==> src/rtl/pipe_reg_chain_pkg.sv <==
// Shared constants and helpers for the pipe_reg_chain register slice.
package pipe_pkg;

  localparam int MAX_DEPTH = 8;

  // Occupancy counter width; never narrower than one bit so DEPTH=0 still has a port.
  function automatic int occ_width(input int depth);
    int w;
    w = $clog2(depth + 1);
    return (w < 1) ? 1 : w;
  endfunction

endpackage

==> src/rtl/pipe_reg_chain_stage.sv <==
// One register stage of the chain: data word plus valid bit with load, flush and reset.
module pipe_stage #(
  parameter int W = 18
) (
  input  logic         clk,
  input  logic         rst_n,
  input  logic         load_i,
  input  logic         flush_i,
  input  logic         src_vld_i,
  input  logic [W-1:0] src_data_i,
  output logic         vld_o,
  output logic [W-1:0] data_o
);

  logic         vld_q, vld_d;
  logic [W-1:0] data_q, data_d;

  // Data is only captured from a valid source so bubbles leave the old word in place.
  always_comb begin
    vld_d  = vld_q;
    data_d = data_q;
    if (flush_i) begin
      vld_d = 1'b0;
    end else if (load_i) begin
      vld_d = src_vld_i;
      if (src_vld_i) data_d = src_data_i;
    end
  end

  always_ff @(posedge clk) begin
    if (!rst_n) begin
      vld_q  <= 1'b0;
      data_q <= '0;
    end else begin
      vld_q  <= vld_d;
      data_q <= data_d;
    end
  end

  assign vld_o  = vld_q;
  assign data_o = data_q;

endmodule

==> src/rtl/pipe_reg_chain.sv <==
// Valid/ready register chain of DEPTH stages with collapsing bubbles, clock enable and flush.
// Optional occupancy counter port occ is built only when PIPE_REG_CHAIN_OCC_EN is defined.
module pipe_reg_chain
  import pipe_pkg::*;
#(
  parameter int W     = 18,
  parameter int DEPTH = 2
) (
  input  logic         clk,
  input  logic         rst_n,
  input  logic         c_en,
  input  logic         flush,
  input  logic [W-1:0] in_data,
  input  logic         in_valid,
  output logic         in_ready,
  output logic [W-1:0] out_data,
  output logic         out_valid,
  input  logic         out_ready
`ifdef PIPE_REG_CHAIN_OCC_EN
  ,
  output logic [occ_width(DEPTH)-1:0] occ
`endif
);

  localparam int D  = (DEPTH > MAX_DEPTH) ? MAX_DEPTH : DEPTH;
  localparam int OW = occ_width(DEPTH);

  if (D == 0) begin : gen_pass
    logic unused_ok;
    assign unused_ok = &{1'b0, flush, rst_n, clk};
    assign out_data  = in_data;
    assign out_valid = in_valid & c_en;
    assign in_ready  = out_ready & c_en;
`ifdef PIPE_REG_CHAIN_OCC_EN
    assign occ = '0;
`endif
  end else begin : gen_chain
    logic [D-1:0] vld_q;
    logic [W-1:0] data_q [D];
    logic [D-1:0] rdy;
    logic         advance;

    assign advance = c_en & ~flush;

    for (genvar i = 0; i < D; i++) begin : gen_stage
      logic         src_vld;
      logic [W-1:0] src_data;
      if (i == 0) begin : gen_head
        assign src_vld  = in_valid;
        assign src_data = in_data;
      end else begin : gen_link
        assign src_vld  = vld_q[i-1];
        assign src_data = data_q[i-1];
      end

      // A stage can take a new entry if any stage from here to the output end is empty.
      assign rdy[i] = out_ready | ~(&vld_q[D-1:i]);

      pipe_stage #(.W(W)) u_stage (
        .clk        (clk),
        .rst_n      (rst_n),
        .load_i     (advance & rdy[i]),
        .flush_i    (flush),
        .src_vld_i  (src_vld),
        .src_data_i (src_data),
        .vld_o      (vld_q[i]),
        .data_o     (data_q[i])
      );
    end

    assign in_ready  = rdy[0] & advance;
    assign out_valid = vld_q[D-1] & advance;
    assign out_data  = data_q[D-1];

`ifdef PIPE_REG_CHAIN_OCC_EN
    logic [OW-1:0] occ_q, occ_d;
    logic          xfer_in, xfer_out;

    assign xfer_in  = in_valid & in_ready;
    assign xfer_out = out_valid & out_ready;

    always_comb begin
      occ_d = occ_q;
      if (flush)                    occ_d = '0;
      else if (xfer_in && !xfer_out) occ_d = occ_q + OW'(1);
      else if (!xfer_in && xfer_out) occ_d = occ_q - OW'(1);
    end

    always_ff @(posedge clk) begin
      if (!rst_n) occ_q <= '0;
      else        occ_q <= occ_d;
    end

    assign occ = occ_q;
`endif
  end

endmodule

==> config.mk <==
export PLATFORM = sky130hd
export DESIGN_NAME = pipe_reg_chain
export DESIGN_NICKNAME = d
export VERILOG_FILES = /design/src/rtl/pipe_reg_chain_pkg.sv /design/src/rtl/pipe_reg_chain_stage.sv /design/src/rtl/pipe_reg_chain.sv
export SDC_FILE = /design/constraint.sdc
export NUM_CORES = 1
export LEC_CHECK = 0
export ABC_AREA = 0
export CAP_MARGIN = 20
export CELL_PAD_IN_SITES_DETAIL_PLACEMENT = 2
export CELL_PAD_IN_SITES_GLOBAL_PLACEMENT = 2
export CORE_AREA = 2 2 62 108
export CTS_BUF_LIST = sky130_fd_sc_hd__clkbuf_16
export DETAILED_ROUTE_END_ITERATION = 8
export DIE_AREA = 0 0 64 110
export HOLD_SLACK_MARGIN = 0.02
export PLACE_DENSITY_LB_ADDON = 0.1
export SLEW_MARGIN = 25
export SYNTH_ARGS = -nofsm -noshare
export SYNTH_HDL_FRONTEND = slang
export SYNTH_SLANG_ARGS = --single-unit
==> constraint.sdc <==
create_clock -name clk -period 1.1 [get_ports clk]
set_input_delay 0.22 -clock clk [delete_from_list [all_inputs] [get_ports clk]]
set_output_delay 0.22 -clock clk [all_outputs]
set_load 0.05 [all_outputs]
== Yosys cells after proc, flatten, opt, wreduce, memory -nomap -nowiden ==
Index checks and enable logic that the tools add are counted.

* Shift operators: 0
* Order comparisons: 0
* Divide/modulo/power cells: 0
* Bitwise operators: 10
* Multiplexer cells: 0
* Equality and inequality tests: 0
* Add/subtract/negate cells: 0
* Multiply operators: 0
* Reduce and logical (&&, ||, !) cells: 4

{| class="wikitable"
|+ Operator list
! cell !! count
|-
| $reduce_and A3 Y1 || 2
|-
| $and A1 B1 Y1 || 4
|-
| $not A1 Y1 || 4
|-
| $or A1 B1 Y1 || 2
|-
| $reduce_and A2 Y1 || 1
|-
| $reduce_or A2 Y1 || 1
|}

* RAM bits: 0
* Latch bits: 0
* Bits of input ports: 24
* Output and inout port bits: 20
* Bits in read-only memories: 0
* Flip-flop bits (word level): 38
* Memories: 0
* Logic and storage cells: 18

== Longest topological paths before layout ==
* Depth after elaboration: 5
* Gate-level depth with buffers: 5
* Mapped depth without buffers: 3

== By module ==
From an unflattened synthesis, not the netlist that was laid out.

* Cell total of the unflattened synthesis: 170
* Area total of the unflattened synthesis: 1584.0 um^2

{| class="wikitable"
|+ By module, submodules not included
! module !! sequential area each (um^2) !! area an instance (um^2) !! cells an instance !! instances
|-
| pipe_stage || 380.4 || 772.0 || 82 || 2
|-
| pipe_reg_chain || 0.0 || 40.0 || 6 || 1
|}

== Worst setup path before layout ==
OpenSTA, ideal clock, no wires.

* Path type: register to output
* Start point: register gen_chain.gen_stage[1].u_stage.vld_q
* End point: output in_ready
* Data arrival time: 1559 ps
* Stages on the path, launching flop included: 3
* Required time: 880 ps
* Setup slack: -679 ps
* Cell sequence: dfxtp_1 > nor2b_4 > a21boi_0

* Word-level cells in the longest chain between the ends: 4

{| class="wikitable"
|+ Ends and longest elaborated chain
! item !! RTL line !! text
|-
| from (decl) || pipe_reg_chain_stage.sv:15 || <nowiki>logic vld_q, vld_d;</nowiki>
|-
| from (signal assigned) || pipe_reg_chain_stage.sv:35 || <nowiki>vld_q <= vld_d;</nowiki>
|-
| $reduce_and A2 Y1 || pipe_reg_chain.sv:57 || <nowiki>assign rdy[i] = out_ready | ~(&vld_q[D-1:i]);</nowiki>
|-
| $not A1 Y1 || pipe_reg_chain.sv:57 ||
|-
| $or A1 B1 Y1 || pipe_reg_chain.sv:57 ||
|-
| $and A1 B1 Y1 || pipe_reg_chain.sv:71 || <nowiki>assign in_ready = rdy[0] & advance;</nowiki>
|-
| to (decl) || pipe_reg_chain.sv:15 || <nowiki>output logic in_ready,</nowiki>
|}

No other way between the ends.

== Worst setup path in the final report ==
Ends and elaborated chain as after synthesis.

==> impl_metrics.yaml <==
timing:
  max-slew-margin-rel_pct: 82.6
  tightest_slew_ns: 0.261
  fmax_ghz: 0.747
  tns_ns: -5.69
  drv_slew: 0
  rsz0062_at_grt: "true"
  hold_violations: 0
  finalCriticalPeriod_ns: 1.34
  worst_slack_ns: -0.239
  period_share_pct: 122
  setup_violations: 38
  skew_ns: 0.00246
critical_path:
  critPathMaxFanout: 4
  crit_chain: "nor2b_4 > buf_6 > a21boi_4 > buf_12"
  start_kind: "flop"
  slowest_stage: "dfxtp_2"
  cp.arrival_ns: 1.12
  crit_path_max_incr_delay_ns: 0.31
  crit_type: "reg -> out"
  crit_path_end_kind: "output pin"
  required_ns: 0.88
die:
  coreArea_mm2: 0.00613
  rows: 38
  die_area_mm2: 0.00704
  start_util_pct: 24.4
  die_width_um: 64
  io_pins: 44
  die-height_um: 110
power_and_ir_drop:
  ir_worst_vdd_uv: 656
  seq_power_share_pct: 46.9
  power.internal_uw: 2370
  switching_power_uw: 635
  switching_share_pct: 21.1
  p_clk_share_pct: 44.0
  p_leak_uw: 0.000952
  powerDensity_mw_per_mm2: 1190
  total_power_uw: 3010
  p_comb_share_pct: 9.1
synthesis:
  synth_top_family_by_area: "multiplexers"
  synth_cell_types: 20
  synth_seq_area_share_pct: 50.9
  synth_xor_area_share_pct: 0
  synth_cells: 153
  synth.avg_cell_area_um2: 9.76
  yosys_register_bits: 38
  synth_fa_ha_area_share_pct: 0
  yosysWarnings: 0
  synth-compound-area-share_pct: 2.01
  yosys.area_share.simple_pct: 17.8
  syn_area_mm2: 0.00149
  synthMuxAreaShare_pct: 24.1
  syn_nets: 177
cts:
  clk_latency_ns: 0.27
  clock-root-buffer: "clkbuf_16"
  clock-sinks: 38
  h-tree-depth: 2
  clockBufferDepth: 2
  cts.clk_slew.worst_paths_ns: 0.05
  cts_tree: "done"
  ctsHoldBuffers: 0
  cts_buffers: 5
final_layout:
  syn2layout_area_growth_pct: 69.3
  stdcell_count: 290
  final_cell_mix: "56 x nand2_1, 37 x dfxtp_1, 36 x mux2i_1"
  fill_cells: 653
  drive_gt1_share_pct: 23.3
  layout.nets: 233
  final_common_cell: "nand2_1"
  antennaDiodeCount: 0
placed_design:
  gp_congestion: 0.724
  dp_cells: 274
  dpl_worst_slack_ns: -0.578
  port-buffer-count: 43
  hpwlAfterDp_mm: 2.83
routing:
  drt_iter0_drc: 30
  routed_via_density: 4.29
  vias: 1243
  first_pass_iters: 2
  wl_per_cell_um: 15.0
  wirelength_mm: 4.35
  post-route-drc-count: 0
  postRouteAntennaNets: 0
global_route:
  met3_usage_pct: 3.65
  grt_pass1_vias: 1404
  grt_max_degree: 30
  grt-busiest-layer: "met2"
  track_usage_pct: 12.4
  antenna_found_initial: 0
  grtUsageMet2_pct: 23.9
  grt_pass1_wl_mm: 6.62
  use_met1_pct: 12.4
  grt_overflow: 0
run_status:
  violations: "setup timing"
  run_status: "finished with violations"
min_path:
  hold_path_class: "in -> reg"
job:
  drv_cap: 0
==> logic make-up after synthesis <==
kind of cell | after synthesis
mux | 36
flops | 38
simple gates | 63
buf+inv | 11
compound gates | 5
==> routing by layer <==
layer / wire length, µm / part of all wire, %
met4: 44 / 1.0
met1: 1670 / 38
met5: 0 / 0
met2: 2440 / 56
met3: 199 / 4.6
==> path summary, 6_finish.rpt <==
check	cells past startpoint	slack [ns]	startpoint	endpoint
min reg2reg	2	0.47	gen_chain.gen_stage[0].u_stage.data_o[3]	gen_chain.gen_stage[0].u_stage.data_o[3]
max reg2reg	4	-0.19	gen_chain.gen_stage[1].u_stage.vld_o	gen_chain.gen_stage[1].u_stage.data_o[11]
min	3	0.37	in_valid	gen_chain.gen_stage[0].u_stage.vld_o
max	4	-0.24	gen_chain.gen_stage[1].u_stage.vld_o	in_ready
==> power by group through the flow <==
stage          Clock, µW  Combinational [µW]  Sequential, µW
4_1_cts             1370                 266            1410
3_5_place_dp           0                 259            1440
2_1_floorplan          0                 111            1440
5_1_grt             1430                 297            1410
3_3_place_gp           0                 249            1440
6_report            1320                 273            1410
==> flip-flops by register name, summed over array words and instances (netlist names) <==
signal                              count
gen_chain.gen_stage.u_stage.data_o     36
gen_chain.gen_stage.u_stage.vld_o       2
==> per-stage QoR <==
stage,util (%),hold slack [ns],cell area [µm²]
2_1_floorplan,-,0.358,1500
3_3_place_gp,36.9,0.453,2260
3_5_place_dp,36.9,0.464,2260
4_1_cts,40.7,0.371,2500
5_1_grt,41.2,0.384,2530
6_report,41.2,0.374,2530
==> layout make-up <==
type / instances / area, µm² / share of cell area [%]
clock inverter: 3 / 12.5 / 0.495
timing repair buffer: 59 / 846 / 33.4
tap: 80 / 100 / 3.96
multi-input combinational: 104 / 681 / 26.9
inverter: 1 / 3.75 / 0.148
clock buffer: 5 / 125 / 4.95
sequential: 38 / 762 / 30.1
==> repair_timing <==
item	CTS	global route
pin swaps	2	1
setup buffers	3	1
setup endpoints to repair	38	38
hold endpoints to repair	0	0
resized for setup	13	2
gates cloned	2	3
==> critical path: cells and delay by family, from the launching register on <==
family | cells | cell delay [ns]
AO/OA/AOI/OAI | 1 | 0.14
buffers and inverters | 2 | 0.27
flip-flops | 1 | 0.31
AND/OR/NAND/NOR | 1 | 0.13
==> cell usage after synthesis, drive strengths merged <==
cell type	number	area (µm²)
nand2b	1	6.26
a21boi	1	7.51
and3b	1	8.76
and2	1	7.51
nand3b	1	7.51
mux2i	36	360
a22oi	1	7.51
dfxtp	38	761
nand2	56	210
nor2	1	3.75
inv	1	3.75
buf	5	55.1
nor2b	1	13.8
and2b	1	7.51
clkbuf	5	18.8
o21ai	1	5.00
a21oi	2	10.0
Note: power is estimated with default switching activity, not from simulation.
